`src/rtl/sram_arb_pkg.sv`:
```
// rtl/sram_arb_pkg.sv - shared owner encoding and default depth for sram_req_arbiter
package sram_arb_pkg;
    localparam int   DEFAULT_DEPTH = 4;
    localparam logic OWN_INST      = 1'b0;
    localparam logic OWN_DATA      = 1'b1;
endpackage

```
`src/rtl/sram_req_arbiter_if.sv`:
```
// rtl/sram_req_arbiter_if.sv - SRAM-like request/response bundle with master and slave views
interface sram_req_arbiter_if;
    logic        req;
    logic        wr;
    logic [3:0]  wstrb;
    logic [31:0] addr;
    logic [31:0] wdata;
    logic        addr_ok;
    logic        data_ok;
    logic [31:0] rdata;

    modport master (output req, wr, wstrb, addr, wdata,
                    input  addr_ok, data_ok, rdata);
    modport slave  (input  req, wr, wstrb, addr, wdata,
                    output addr_ok, data_ok, rdata);
    // Read-only requester view: no write controls are carried.
    modport rd_slave (input  req, addr,
                      output addr_ok, data_ok, rdata);
endinterface

```
`src/rtl/sram_req_arbiter_owner_tag_fifo.sv`:
```
// rtl/sram_req_arbiter_owner_tag_fifo.sv - 1-bit owner tag FIFO recording in-flight transaction order
module owner_tag_fifo #(
    parameter int DEPTH = 4
) (
    input  logic                     clk,
    input  logic                     resetn,
    input  logic                     push,
    input  logic                     push_tag,
    input  logic                     pop,
    output logic                     head,
    output logic                     full,
    output logic                     empty,
    output logic [$clog2(DEPTH):0]   count
);
    localparam int AW = $clog2(DEPTH);
    localparam logic [AW:0] FULL_CNT = (AW + 1)'(DEPTH);

    logic [DEPTH-1:0] mem;
    logic [AW-1:0]    wr_ptr;
    logic [AW-1:0]    rd_ptr;
    logic             do_push;
    logic             do_pop;

    assign full    = (count == FULL_CNT);
    assign empty   = (count == '0);
    assign do_push = push & ~full;
    assign do_pop  = pop & ~empty;
    assign head    = mem[rd_ptr];

    always_ff @(posedge clk) begin
        if (do_push) begin
            mem[wr_ptr] <= push_tag;
        end
    end

    // DEPTH is a power of two, so pointer wrap is the natural overflow.
    always_ff @(posedge clk) begin
        if (!resetn) begin
            wr_ptr <= '0;
            rd_ptr <= '0;
            count  <= '0;
        end else begin
            if (do_push) wr_ptr <= wr_ptr + 1'b1;
            if (do_pop)  rd_ptr <= rd_ptr + 1'b1;
            count <= count + {{AW{1'b0}}, do_push} - {{AW{1'b0}}, do_pop};
        end
    end
endmodule

```
`src/rtl/sram_req_arbiter.sv`:
```
// rtl/sram_req_arbiter.sv - inst/data SRAM-like port arbiter with in-order response routing; ARB_ROUND_ROBIN_EN selects round-robin
module sram_req_arbiter
    import sram_arb_pkg::*;
#(
    parameter int DEPTH = DEFAULT_DEPTH
) (
    input  logic                         clk,
    input  logic                         resetn,
    sram_req_arbiter_if.rd_slave         inst,
    sram_req_arbiter_if.slave            data,
    sram_req_arbiter_if.master           s,
    output logic                         err_unexp_resp
);
    localparam int AW = $clog2(DEPTH);

    logic          pick;
    logic          grant;
    logic          grant_req;
    logic          handshake;
    logic          pop;
    logic          lock;
    logic          lock_owner;
    logic          q_head;
    logic          q_full;
    logic          q_empty;
    logic [AW:0]   q_count;
`ifdef ARB_ROUND_ROBIN_EN
    logic          last_owner;
`endif

    always_comb begin
        pick = OWN_INST;
        if (data.req && inst.req) begin
`ifdef ARB_ROUND_ROBIN_EN
            pick = ~last_owner;
`else
            pick = OWN_DATA;
`endif
        end else if (data.req) begin
            pick = OWN_DATA;
        end
        grant = lock ? lock_owner : pick;
    end

    assign grant_req = (grant == OWN_DATA) ? data.req : inst.req;
    assign s.req     = resetn & ~q_full & grant_req;
    assign handshake = s.req & s.addr_ok;

    assign s.addr  = (grant == OWN_DATA) ? data.addr  : inst.addr;
    assign s.wdata = (grant == OWN_DATA) ? data.wdata : 32'h0;
    assign s.wstrb = (grant == OWN_DATA) ? data.wstrb : 4'b0;
    assign s.wr    = resetn & (grant == OWN_DATA) & data.wr;

    assign inst.addr_ok = handshake & (grant == OWN_INST);
    assign data.addr_ok = handshake & (grant == OWN_DATA);

    assign pop          = resetn & s.data_ok & ~q_empty;
    assign inst.data_ok = pop & (q_head == OWN_INST);
    assign data.data_ok = pop & (q_head == OWN_DATA);
    assign inst.rdata   = s.rdata;
    assign data.rdata   = s.rdata;

    owner_tag_fifo #(.DEPTH(DEPTH)) u_owner_q (
        .clk      (clk),
        .resetn   (resetn),
        .push     (handshake),
        .push_tag (grant),
        .pop      (pop),
        .head     (q_head),
        .full     (q_full),
        .empty    (q_empty),
        .count    (q_count)
    );

    // A presented but unaccepted request pins the grant until its handshake.
    always_ff @(posedge clk) begin
        if (!resetn) begin
            lock           <= 1'b0;
            lock_owner     <= OWN_INST;
            err_unexp_resp <= 1'b0;
`ifdef ARB_ROUND_ROBIN_EN
            last_owner     <= OWN_INST;
`endif
        end else begin
            lock       <= s.req & ~s.addr_ok;
            lock_owner <= grant;
            if (s.data_ok && (q_count == '0)) begin
                err_unexp_resp <= 1'b1;
            end
`ifdef ARB_ROUND_ROBIN_EN
            if (handshake) begin
                last_owner <= grant;
            end
`endif
        end
    end
endmodule

```
`src/flat_wrapper.sv`:
```
// flat-port wrapper written by rule: the top's interface ports become plain ports
module sram_req_arbiter_flat import sram_arb_pkg::*;
#(
    parameter int DEPTH = DEFAULT_DEPTH
)
  (clk, resetn, err_unexp_resp, inst_req, inst_addr, inst_addr_ok, inst_data_ok, inst_rdata, data_req, data_wr, data_wstrb, data_addr, data_wdata, data_addr_ok, data_data_ok, data_rdata, s_req, s_wr, s_wstrb, s_addr, s_wdata, s_addr_ok, s_data_ok, s_rdata);
  sram_req_arbiter_if inst_i ();
  sram_req_arbiter_if data_i ();
  sram_req_arbiter_if s_i ();
  input  logic clk;
  input  logic resetn;
  output logic err_unexp_resp;
  input wire logic [$bits(inst_i.req)-1:0] inst_req;
  input wire logic [$bits(inst_i.addr)-1:0] inst_addr;
  output wire logic [$bits(inst_i.addr_ok)-1:0] inst_addr_ok;
  output wire logic [$bits(inst_i.data_ok)-1:0] inst_data_ok;
  output wire logic [$bits(inst_i.rdata)-1:0] inst_rdata;
  input wire logic [$bits(data_i.req)-1:0] data_req;
  input wire logic [$bits(data_i.wr)-1:0] data_wr;
  input wire logic [$bits(data_i.wstrb)-1:0] data_wstrb;
  input wire logic [$bits(data_i.addr)-1:0] data_addr;
  input wire logic [$bits(data_i.wdata)-1:0] data_wdata;
  output wire logic [$bits(data_i.addr_ok)-1:0] data_addr_ok;
  output wire logic [$bits(data_i.data_ok)-1:0] data_data_ok;
  output wire logic [$bits(data_i.rdata)-1:0] data_rdata;
  output wire logic [$bits(s_i.req)-1:0] s_req;
  output wire logic [$bits(s_i.wr)-1:0] s_wr;
  output wire logic [$bits(s_i.wstrb)-1:0] s_wstrb;
  output wire logic [$bits(s_i.addr)-1:0] s_addr;
  output wire logic [$bits(s_i.wdata)-1:0] s_wdata;
  input wire logic [$bits(s_i.addr_ok)-1:0] s_addr_ok;
  input wire logic [$bits(s_i.data_ok)-1:0] s_data_ok;
  input wire logic [$bits(s_i.rdata)-1:0] s_rdata;
  assign inst_i.req = inst_req;
  assign inst_i.addr = inst_addr;
  assign inst_addr_ok = inst_i.addr_ok;
  assign inst_data_ok = inst_i.data_ok;
  assign inst_rdata = inst_i.rdata;
  assign data_i.req = data_req;
  assign data_i.wr = data_wr;
  assign data_i.wstrb = data_wstrb;
  assign data_i.addr = data_addr;
  assign data_i.wdata = data_wdata;
  assign data_addr_ok = data_i.addr_ok;
  assign data_data_ok = data_i.data_ok;
  assign data_rdata = data_i.rdata;
  assign s_req = s_i.req;
  assign s_wr = s_i.wr;
  assign s_wstrb = s_i.wstrb;
  assign s_addr = s_i.addr;
  assign s_wdata = s_i.wdata;
  assign s_i.addr_ok = s_addr_ok;
  assign s_i.data_ok = s_data_ok;
  assign s_i.rdata = s_rdata;
  sram_req_arbiter #(.DEPTH(DEPTH)) u_core (.clk(clk), .resetn(resetn), .inst(inst_i), .data(data_i), .s(s_i), .err_unexp_resp(err_unexp_resp));
endmodule
```
`config.mk`:
```
export PLATFORM = sky130hd
export DESIGN_NAME = sram_req_arbiter_flat
export DESIGN_NICKNAME = d
export VERILOG_FILES = /design/src/rtl/sram_arb_pkg.sv /design/src/rtl/sram_req_arbiter_if.sv /design/src/rtl/sram_req_arbiter_owner_tag_fifo.sv /design/src/rtl/sram_req_arbiter.sv /design/src/flat_wrapper.sv
export SDC_FILE = /design/constraint.sdc
export NUM_CORES = 1
export LEC_CHECK = 0
export ABC_AREA = 1
export BUFFER_PORTS_ARGS = -buffer_cell sky130_fd_sc_hd__buf_2
export CAP_MARGIN = 20
export CORE_AREA = 2 2 107 109
export DETAILED_ROUTE_END_ITERATION = 10
export DIE_AREA = 0 0 109 111
export PLACE_DENSITY = 0.65
export SLEW_MARGIN = 0
export SYNTH_ARGS = -nofsm -noshare
export SYNTH_HDL_FRONTEND = slang
export SYNTH_SLANG_ARGS = --single-unit
```
`constraint.sdc`:
```
create_clock -name clk -period 1.9 [get_ports clk]
set_input_delay 0.095 -clock clk [delete_from_list [all_inputs] [get_ports clk]]
set_output_delay 0.095 -clock clk [all_outputs]
set_load 0.03 [all_outputs]
```
**After elaboration in Yosys (flattened, before gate mapping)**

Cells that the tools add are included.

- Register bits: 14
- Output and inout port bits: 139
- Logic and storage cells: 50

- $add $sub $neg: 4
- $lt $le $gt $ge: 3
- Equality and inequality tests: 1
- Muxes and demuxes: 12
- Bitwise operators: 19
- Reductions and logical operators: 4

Operators with widths:

| operator | count |
|---|---|
| 2-to-1 mux 32 bit | 2 |
| bitwise AND 1 bit | 14 |
| less-than comparator 2 x 3 -> 1 bit (second input constant) | 2 |
| 2-to-1 mux 1 bit | 6 |
| NOT 1 bit | 5 |
| adder 2 x 1 -> 2 bit (second input constant) | 2 |
| bitwise mux 4 bit | 1 |
| 2-to-1 mux 4 bit | 1 |
| adder 3 x 1 -> 3 bit | 1 |
| == test 3 bit (second input constant) | 1 |
| logical AND 1 bit | 3 |
| zero test 3 bit | 1 |
| subtractor 3 x 1 -> 3 bit | 1 |
| binary-select mux 1 bit (select 2 bit) | 1 |
| demux 1 bit (select 2 bit) | 1 |
| >= comparator 2 x 1 -> 1 bit (second input constant) | 1 |

**Longest topological paths before layout**

Gate-level depths: netlist (run 1).

- Word-level depth: 9
- Mapped depth: 12

**Modules after synthesis**

From an unflattened synthesis (run 1), not the netlist that was laid out.

- Cell total of the unflattened synthesis: 352
- Area, all modules: 1,990.7 sq um

Modules (own cells, without submodules):

| module | times used | cells an instance | area an instance (sq um) |
|---|---|---|---|
| sram_req_arbiter | 1 | 276 | 1,392.6 |
| owner_tag_fifo | 1 | 76 | 598.1 |

**Least setup slack after synthesis (run 1)**

No wires, ideal clock.

- Path kind: flip-flop to flip-flop
- Start: reg u_core.lock
- End: reg u_core.u_owner_q.count[2]
- Arrival time: 1.900 ns
- Slack: -0.121 ns
- Cell stages (with the launch flop): 13
- Path buffers: 0
- Clock period less this slack: 2.021 ns
- Cell sequence: dfxtp_1 -> nand2_2 -> nor2_1 -> nor2_4 -> nand4_4 -> ha_1 -> inv_1 -> ha_1 -> inv_1 -> fa_1 -> xnor2_1 -> o21ai_0 -> a21oi_1

- Longest elaborated chain between the ends: 7

RTL lines:

| element | RTL line | RTL |
|---|---|---|
| start, declared | sram_req_arbiter.sv:21 | `logic lock;` |
| start signal, assigned | sram_req_arbiter.sv:85 | `lock <= s.req & ~s.addr_ok;` |
| 2-to-1 mux 1 bit | sram_req_arbiter.sv:42 | `grant = lock ? lock_owner : pick;` |
| 2-to-1 mux 1 bit | sram_req_arbiter.sv:45 | `assign grant_req = (grant == OWN_DATA) ? data.req : inst.req;` |
| bitwise AND 1 bit | sram_req_arbiter.sv:46 | `assign s.req = resetn & ~q_full & grant_req;` |
| bitwise AND 1 bit | sram_req_arbiter.sv:47 | `assign handshake = s.req & s.addr_ok;` |
| bitwise AND 1 bit | sram_req_arbiter_owner_tag_fifo.sv:26 | `assign do_push = push & ~full;` |
| adder 3 x 1 -> 3 bit | sram_req_arbiter_owner_tag_fifo.sv:45 | `count <= count + {{AW{1'b0}}, do_push} - {{AW{1'b0}}, do_pop};` |
| subtractor 3 x 1 -> 3 bit | sram_req_arbiter_owner_tag_fifo.sv:45 |  |
| end signal, assigned | sram_req_arbiter_owner_tag_fifo.sv:45 |  |
| end, declared | sram_req_arbiter_owner_tag_fifo.sv:13 | `output logic [$clog2(DEPTH):0] count` |

No other way between the ends.
A chain may end at the register's enable or synchronous reset.

**Final worst setup path (run 1)**

- Start: reg u_core.u_owner_q.count[1]
- End: reg u_core.u_owner_q.count[2]

- Elaborated cells on any way between the ends: 12

RTL lines:

| element | RTL line | RTL |
|---|---|---|
| zero test 3 bit * | sram_req_arbiter_owner_tag_fifo.sv:25 | `assign empty = (count == '0);` |
| NOT 1 bit * | sram_req_arbiter_owner_tag_fifo.sv:27, sram_req_arbiter.sv:57 |  |
| bitwise AND 1 bit | sram_req_arbiter.sv:57 | `assign pop = resetn & s.data_ok & ~q_empty;` |
| bitwise AND 1 bit * | sram_req_arbiter_owner_tag_fifo.sv:27 | `assign do_pop = pop & ~empty;` |
| net u_core.u_owner_q.do_pop | sram_req_arbiter_owner_tag_fifo.sv:22 | `logic do_pop;` |
| subtractor 3 x 1 -> 3 bit * | sram_req_arbiter_owner_tag_fifo.sv:45 |  |

The timed path passes the listed nets; every way through them passes the cells marked *.

==> flow_summary.toml, run 1 <==
[floorplan]
core_area_sq_um = 11080
start_util_pct = 17.82
die_y_microns = 111
io_pins = 278
rows = 39
fp.dieArea_sq_um = 12100
die_x_microns = 109

[route]
post-route-drc-count = 0
met3WireLength_microns = 844
num_vias = 2181
wl_met2_microns = 3108
drt-initial-drc-count = 88
drt-met1-wl_microns = 2842
maxUsedRoutingLayer = "met4"
routed_via_density = 3.587
drt_pass1_iterations = 4
wirelength_microns = 6834
detail-route-antenna-nets = 0
wl_per_cell_microns = 11.24

[worst_hold_path]
hold_class = "input pin to flip-flop"

[logic_synthesis]
synth.area.top_cells = "buf_4 26%, nand2_1 21%, inv_1 11%"
synth_cell_types = 25
avgSynthCellArea_sq_um = 5.756
synth-edff-count = 4
yosysWarnings = 0
ys_ff_latch = 14
yosysSeqAreaShare_pct = 16.22
synth_cells = 343
synth-async-reset-ratio_pct = 0
syn_nets = 489
netlist.top_cell.by_area = "buf_4"
synthFlopType = "dfxtp_1"
synth_common_cells = "110 x nand2_1, 68 x buf_4, 59 x inv_1"
synthesis.area_sq_um = 1974
yosysMostFrequentCell = "nand2_1"
synth_top_area_share_pct = 25.86

[cells_and_area]
fin_area_sq_um = 2770
layout.nets = 612
antennaDiodeCount = 0
ff_latch_area_sq_um = 326.6
final_core_util_pct = 25.01
syn2layout_area_growth_pct = 40.30
drive_above_1_share_pct = 46.88
multi_input_area_sq_um = 914.6
fillCellCount = 1293

[placement]
placed_area_sq_um = 2646
hpwl_microns = 5888
gp_congestion = 0.7760
port_buffers = 181

[flow_run]
cap_violations = 0

[pwr]
powerDensity_nw_per_um2 = 783.8
vdd_ir_drop_max_v = 0.0005168
p_leak_nw = 1.819
power.total_mw = 2.171

[cts]
path_clk_slew_ns = 0.05
clk_latency_ns = 0.24
cts_hold_buf = 0
numCtsBuffers = 3
cts-root-buf = "clkbuf_16"
cts_sinks = 14
cts_buffer_depth = 2
cts_tree = "done"
cts_htree_levels = 1

[timing]
setup_slack_ns = -0.004385
report.final.slew_viol_count = 0
setup_viol = 1
min_period_ns = 1.904
skew_ns = 0.007403
tns_ns = -0.004385
hold_viol = 0
fmax_ghz = 0.5251
worst_slew_pin_slew_ns = 0.2175
holdWs_ns = 0.1020
min_period_over_period_pct = 100.2
relSlewSlack_pct = 85.60
grt_setup_unrepaired = "true"

[global_route]
grtUsageTotal_pct = 10.70
grt_pass1_vias = 2008
grt_max_degree = 39
antenna_found_initial = 0
grt_pass1_wl_microns = 10230
overflow = 0

[setup_path]
cp_max_fo = 4
crit_path_top_delay_cell = "fa_2"
crit_path_max_incr_delay_ns = 0.35
cp.required_ns = 2.03
end_kind = "flip-flop"
path_delay_family = "adder cells"
critPathBufInv = 3
worst_path_most_repeated_cell = "inv_1"
cp.arrival_ns = 2.04
crit_path_start_kind = "flip-flop"
worstSetupPathType = "flip-flop to flip-flop"
path_cells = "inv_2, nand2_2, nor2_1, nor2_2, ha_4, inv_1, ha_1, inv_1, fa_2, xnor2_2, o21ai_1, a21oi_1"

[run_status]
status = "complete, but fails checks"
failed_checks = "setup timing"
## per-stage QoR
step / instances / worst slack, ns
3_5_place_dp: 603 / -0.01154
6_report: 608 / -0.004385
3_3_place_gp: 603 / 0.01277
2_1_floorplan: 343 / 0.007202
5_1_grt: 608 / -0.1125
4_1_cts: 607 / 0.002127
## worst reg2reg max path: cells and delay by family (launching register included)
family | cells | cell delay [ns]
xor gates and xnor gates | 1 | 0.15
adders and majority gates | 3 | 0.70
AOI/OAI and AO/OA | 2 | 0.17
buffers and inverters | 3 | 0.15
and+or+nand+nor | 3 | 0.30
DFF | 1 | 0.33
## cells in the final DEF, fill, tap and decap left out
| cell | instances |
|---|---|
| nor2_2 | 1 |
| and2_1 | 1 |
| ha_1 | 5 |
| o21ai_1 | 1 |
| nand2_4 | 2 |
| dfxtp_1 | 5 |
| edfxtp_1 | 4 |
| nand4_1 | 1 |
| clkbuf_16 | 3 |
| nor2_4 | 2 |
| fa_2 | 1 |
| o21ai_0 | 1 |
| dfxtp_2 | 5 |
| inv_2 | 2 |
| xnor2_2 | 1 |
| clkbuf_4 | 1 |
| a21oi_1 | 2 |
| nand3_2 | 1 |
| buf_2 | 180 |
| nand3_1 | 6 |
| buf_4 | 9 |
| o31ai_1 | 1 |
| nor2_1 | 52 |
| nand2_1 | 109 |
| ha_4 | 1 |
| buf_12 | 3 |
| inv_1 | 58 |
| clkbuf_8 | 1 |
| and3_1 | 1 |
| nand4_4 | 1 |
| nand2_2 | 4 |
## worst paths after layout
kind	from	to	slack (ns)	cells after the start
worst max-delay path	u_core.u_owner_q.count[1]$_SDFF_PN0_	u_core.u_owner_q.count[2]$_SDFF_PN0_	-0.004	12
worst min-delay path	s_addr_ok	u_core.lock$_SDFF_PN0_	0.10	2
worst min register to register	u_core.err_unexp_resp$_SDFFE_PN0P_	u_core.err_unexp_resp$_SDFFE_PN0P_	0.46	2
worst max register to register	u_core.u_owner_q.count[1]$_SDFF_PN0_	u_core.u_owner_q.count[2]$_SDFF_PN0_	-0.004	12
## sequential cells by signal, summed over array words and instances, names as in the netlist
register,cells
u_core.u_owner_q.rd_ptr,2
u_core.err_unexp_resp,1
u_core.u_owner_q.wr_ptr,2
u_core.u_owner_q.mem,4
u_core.lock,1
u_core.lock_owner,1
u_core.u_owner_q.count,3
## area by class of cell
type,count,area share (%)
Timing Repair Buffer,193,37.40
Multi-Input combinational cell,194,33.02
Sequential cell,14,11.79
Inverter,60,8.130
Tap cell,143,6.459
Clock buffer,4,3.207
## per-layer routing
| layer | track usage, % | vias to the layer above |
|---|---|---|
| met5 | 0 | - |
| met4 | 1.966 | 0 |
| met3 | 4.527 | 8 |
| met2 | 16.73 | 146 |
| met1 | 13.76 | 863 |
| li1 | - | 1164 |
## where the power goes
group	total (mW)	internal (mW)	switching (mW)
clock network	0.444	0.319	0.125
registers	0.407	0.367	0.0405
logic	1.32	0.461	0.860
total	2.17	1.15	1.02
## cells by family (layout without fill, tap and decap cells)
| family | Yosys count | in the layout | share of synthesized area (%) |
|---|---|---|---|
| and+or+nand+nor | 181 | 181 | 37.77 |
| buffers and inverters | 135 | 257 | 39.35 |
| adders and majority gates | 7 | 7 | 4.816 |
| DFF | 14 | 14 | 16.22 |
| AOI/OAI and AO/OA | 5 | 5 | 1.394 |
| xor gates and xnor gates | 1 | 1 | 0.4437 |
## repair_timing
item,CTS,global route
pin swaps,1,2
buffers inserted,0,1
setup endpoints to repair,1,2
gates resized for setup,3,6
Note: power is estimated with default switching activity, not from simulation.
==> run 2, diff against run 1 <==
- CORE_AREA: 2 2 107 109 -> 2 2 108 110
- DIE_AREA: 0 0 109 111 -> 0 0 110 112
- PLACE_DENSITY: 0.65 -> 0.62
- clock period: 1.9 -> 2.05 ns (I/O delays scaled with it)
==> flow_summary.toml, run 2 (same netlist as run 1, synthesis figures left out) <==
[cts]
cts_hold_buf = 0
cts_buffer_depth = 2
clk_latency_ns = 0.25
numCtsBuffers = 3
cts_tree = "done"
cts-root-buf = "clkbuf_16"
cts_sinks = 14
path_clk_slew_ns = 0.05
cts_htree_levels = 1

[cells_and_area]
largest_register = "u_core.u_owner_q.mem"
antennaDiodeCount = 0
final_common_cell = "buf_2"
final_cell_count_no_fill = 605
layout.nets = 609
layout_common_cells = "181 x buf_2, 109 x nand2_1, 54 x inv_1"
largest_reg_flops = 4
syn2layout_area_growth_pct = 39.23
drive_above_1_share_pct = 47.62
largestRegisters = "u_core.u_owner_q.mem (4), u_core.u_owner_q.count (3)"

[timing]
setup_viol = 0
grt_setup_unrepaired = "true"
worst_slew_pin_slew_ns = 0.2788
hold_viol = 0
fmax_ghz = 0.5083
min_period_ns = 1.967
setup_slack_ns = 0.08251
relSlewSlack_pct = 81.39
report.final.slew_viol_count = 0
min_period_over_period_pct = 95.98
skew_ns = 0.002312

[setup_path]
end_kind = "flip-flop"
crit_path_start_kind = "flip-flop"
cp.arrival_ns = 2.10
cp_max_fo = 4
worstSetupPathType = "flip-flop to flip-flop"
cp.required_ns = 2.19

[run_status]
status = "finished, final reports clean"

[floorplan]
die_x_microns = 110
fp.dieArea_sq_um = 12320
start_util_pct = 17.67
die_y_microns = 112
core_area_sq_um = 11170
rows = 39
io_pins = 278

[route]
wirelength_microns = 6582
wl_per_cell_microns = 10.88
detail-route-antenna-nets = 0
drt_pass1_iterations = 4
routed_via_density = 3.625
num_vias = 2193
drt-initial-drc-count = 66
post-route-drc-count = 0

[pwr]
powerDensity_nw_per_um2 = 715.7
p_seq_share_pct = 19.7
switching_share_pct = 48.81
switchingPower_mw = 0.9603
p_leak_nw = 1.792
combPwrFrac_pct = 61.0
vdd_ir_drop_max_v = 0.0004302
p_int_mw = 1.007
pwr-share-clk_pct = 19.2

[worst_hold_path]
hold_class = "input pin to flip-flop"

[placement]
gp_congestion = 0.8394
dp.cells = 599
place_ws_ns = -0.01960
port_buffers = 181
hpwl_microns = 5614

[global_route]
grt_max_degree = 35
grt_pass1_vias = 2099
overflow = 0
antenna_found_initial = 0
grt_pass1_wl_microns = 10200
grtUsageTotal_pct = 10.39

[flow_run]
cap_violations = 0
run 2: final timing paths:
check | startpoint | to | slack, ns | cells after the start
worst min-delay path | s_addr_ok | u_core.lock$_SDFF_PN0_ | 0.11 | 2
worst max-delay path | u_core.u_owner_q.count[1]$_SDFF_PN0_ | u_core.u_owner_q.count[2]$_SDFF_PN0_ | 0.08 | 12
worst max register to register | u_core.u_owner_q.count[1]$_SDFF_PN0_ | u_core.u_owner_q.count[2]$_SDFF_PN0_ | 0.08 | 12
worst min register to register | u_core.err_unexp_resp$_SDFFE_PN0P_ | u_core.err_unexp_resp$_SDFFE_PN0P_ | 0.46 | 2
run 2: layout make-up:
cell class,instances,area [sq um]
Clock inverter,1,3.754
Tap cell,143,178.9
Multi-Input combinational cell,194,937.1
Inverter,60,227.7
Fill cell,1261,8426
Timing Repair Buffer,190,998.5
Sequential cell,14,327.8
Clock buffer,3,75.07
run 2: stage by stage:
step,hold slack (ns),utilization [%],instance area [sq um],TNS (ns),total power [mW]
finish,0.1126,24.60,2749,0,1.967
global route,0.1215,24.60,2749,-0.03112,2.111
CTS,0.1162,23.92,2673,0,1.913
detailed placement,0.2053,23.13,2585,-0.01960,1.519
global placement,0.2053,23.13,2585,0,1.510
floorplan,0.1749,-,1974,0,1.363
run 2: what timing repair did:
action,CTS,global route
hold endpoints to repair,0,0
setup endpoints to repair,1,1
pin swaps,0,11
resized for setup,5,18
buffers inserted,0,2
run 2: routing by layer:
metal	GRT usage (%)	wire [microns]
met1	12.90	2662
met2	16.89	3086
met3	4.333	792
met4	1.857	41
met5	0	0
run 2: power groups by stage:
stage                     registers [mW]  logic (mW)  clock network, mW
final                              0.388        1.20              0.379
after global routing               0.394        1.32              0.396
after CTS                          0.374        1.15              0.387
after detailed placement           0.376        1.14                  0
after global placement             0.375        1.14                  0
after floorplan                    0.385       0.979                  0
run 2: critical path, cell delays in order (launching register included):
cell and delay (ns):
dfxtp_2 0.35, inv_2 0.06, nand2_2 0.09, nor2_2 0.04, nor2_2 0.18, ha_4 0.23, inv_4 0.05, ha_4 0.12
inv_2 0.03, fa_2 0.37, xnor2_2 0.15, o21ai_1 0.13, a21oi_1 0.05
==> run 3, diff against run 2 <==
--- a/config.mk
+++ b/config.mk
@@ -9,8 +9,10 @@
 export BUFFER_PORTS_ARGS = -buffer_cell sky130_fd_sc_hd__buf_2
 export CAP_MARGIN = 20
-export CORE_AREA = 2 2 108 110
+export CELL_PAD_IN_SITES_DETAIL_PLACEMENT = 0
+export CELL_PAD_IN_SITES_GLOBAL_PLACEMENT = 1
+export CORE_MARGIN = 1.5
+export CORE_UTILIZATION = 17
 export DETAILED_ROUTE_END_ITERATION = 10
-export DIE_AREA = 0 0 110 112
-export PLACE_DENSITY = 0.62
+export PLACE_DENSITY = 0.91
 export SLEW_MARGIN = 0
 export SYNTH_ARGS = -nofsm -noshare
==> constraint.sdc (replaced) <==
create_clock -name clk -period 2.05 [get_ports clk]
set_input_delay 0.205 -clock clk [delete_from_list [all_inputs] [get_ports clk]]
set_output_delay 0.205 -clock clk [all_outputs]
set_load 0.03 [all_outputs]
==> flow_summary.toml, run 3 (same netlist as run 1, synthesis figures left out) <==
[run_status]
status = "finished, final reports clean"

[setup_path]
rrSetupSlack_ns = 0.04
crit_path_top_delay_cell = "fa_2"
timing.rr.start = "u_core.u_owner_q.count[0]$_SDFF_PN0_"
critPathBufInv = 3
cp.required_ns = 2.22
crit_path_start_kind = "flip-flop"
cp.arrival_ns = 2.18
path_cells = "inv_1, nand2_2, nor2_2, nor2_4, ha_4, inv_2, ha_4, inv_2, fa_2, xnor2_2, o21ai_1, a21oi_1"
rr_worst_depth = 12
worstSetupPathType = "flip-flop to flip-flop"
crit_path_max_incr_delay_ns = 0.37
r2r_end = "u_core.u_owner_q.count[2]$_SDFF_PN0_"
cp_max_fo = 3
end_kind = "flip-flop"
path_delay_family = "adder cells"

[global_route]
antenna_found_initial = 0
overflow = 0
grt_pass1_wl_microns = 9722
grtUsageTotal_pct = 9.396
grt_pass1_vias = 2122
grt_max_degree = 39

[cts]
cts_buffer_depth = 2
numCtsBuffers = 3
cts_htree_levels = 1
cts_tree = "done"
clk_latency_ns = 0.24
path_clk_slew_ns = 0.04
cts_sinks = 14
cts-root-buf = "clkbuf_16"

[timing]
skew_ns = 0.001612
min_period_over_period_pct = 98.08
relSlewSlack_pct = 79.77
holdWs_ns = 0.2138
grt_setup_unrepaired = "true"
worst_slew_pin_slew_ns = 0.3031
fmax_ghz = 0.4973
report.final.slew_viol_count = 0
hold_viol = 0
setup_viol = 0
min_period_ns = 2.011

[route]
wirelength_microns = 6054
detail-route-antenna-nets = 0
post-route-drc-count = 0
routed_via_density = 3.713
drt_pass1_iterations = 4
drt-initial-drc-count = 61
wl_per_cell_microns = 9.974
num_vias = 2254

[worst_hold_path]
whs_path_depth = 2
hold_path_end = "u_core.lock$_SDFF_PN0_"
hold_class = "input pin to flip-flop"
hold_start = "s_addr_ok"

[floorplan]
die_x_microns = 110.8
core_area_sq_um = 11370
die_y_microns = 110.8
start_util_pct = 17.37
rows = 39
io_pins = 278
fp.dieArea_sq_um = 12270

[placement]
dp.cells = 599
gp_congestion = 0.8111
hpwl_microns = 5074
port_buffers = 181

[pwr]
vdd_ir_drop_max_v = 0.0006315
powerDensity_nw_per_um2 = 724.3
p_leak_nw = 1.809
power.total_mw = 2.017

[cells_and_area]
layout.nets = 611
largest_register = "u_core.u_owner_q.mem"
final_cell_count_no_fill = 607
multi_input_area_sq_um = 947.2
largest_reg_flops = 4
drive_above_1_share_pct = 47.84
final_common_cell = "buf_2"
fillCellCount = 1327
layout_common_cells = "181 x buf_2, 109 x nand2_1, 55 x inv_1"
antennaDiodeCount = 0
largestRegisters = "u_core.u_owner_q.mem (4), u_core.u_owner_q.count (3)"
syn2layout_area_growth_pct = 41.06
ff_latch_area_sq_um = 329.1

[flow_run]
cap_violations = 0
-- run 3: what timing repair did --
action / CTS / global route
setup buffers: 0 / 4
gates resized for setup: 4 / 20
setup endpoints to repair: 1 / 1
pin swaps: 0 / 11
cloned: 0 / 0
hold buffers: 0 / 0
-- run 3: final cells by class --
type	instances	share of cell area (%)
clock buffer	3	2.695
clock inverter	1	0.1348
inverter	60	8.086
multi-input combinational	194	34.01
sequential	14	11.81
tap	143	6.424
timing repair buffer	192	36.84
-- run 3: worst max-delay path by stage --
stage                                                     from                                   end  depth (start not counted)  slack, ns
after CTS                               u_core.lock$_SDFF_PN0_  u_core.u_owner_q.count[2]$_SDFF_PN0_                         12      0.001
after global placement    u_core.u_owner_q.count[1]$_SDFF_PN0_  u_core.u_owner_q.count[2]$_SDFF_PN0_                         11       0.05
after floorplan                         u_core.lock$_SDFF_PN0_  u_core.u_owner_q.count[2]$_SDFF_PN0_                         12       0.03
after detailed placement  u_core.u_owner_q.count[1]$_SDFF_PN0_  u_core.u_owner_q.count[2]$_SDFF_PN0_                         11      -0.04
final                     u_core.u_owner_q.count[0]$_SDFF_PN0_  u_core.u_owner_q.count[2]$_SDFF_PN0_                         12       0.04
after global routing      u_core.u_owner_q.count[0]$_SDFF_PN0_  u_core.u_owner_q.count[2]$_SDFF_PN0_                         12      -0.04
-- run 3: where the power goes --
part,internal (mW),switching [mW],leakage (nW),total [mW]
clock network,0.258,0.112,0.0385,0.370
registers,0.341,0.0452,0.121,0.386
logic,0.448,0.813,1.65,1.26
total,1.05,0.971,1.81,2.02
-- run 3: metrics by stage --
step / setup slack, ns / cell area (sq um) / util [%] / setup TNS [ns]
after floorplan: 0.02948 / 1974 / - / 0
after global placement: 0.04516 / 2597 / 22.85 / 0
after detailed placement: -0.04027 / 2597 / 22.85 / -0.04027
after CTS: 0.0009501 / 2684 / 23.61 / 0
after global routing: -0.04177 / 2785 / 24.50 / -0.04177
final: 0.03930 / 2785 / 24.50 / 0
-- run 3: layer usage --
layer | up-vias | wire (microns) | global-route usage (%)
li1 | 1163 | - | -
met1 | 915 | 2525 | 11.36
met2 | 159 | 2727 | 15.80
met3 | 17 | 661 | 2.952
met4 | 0 | 140 | 3.077
met5 | - | 0 | 0
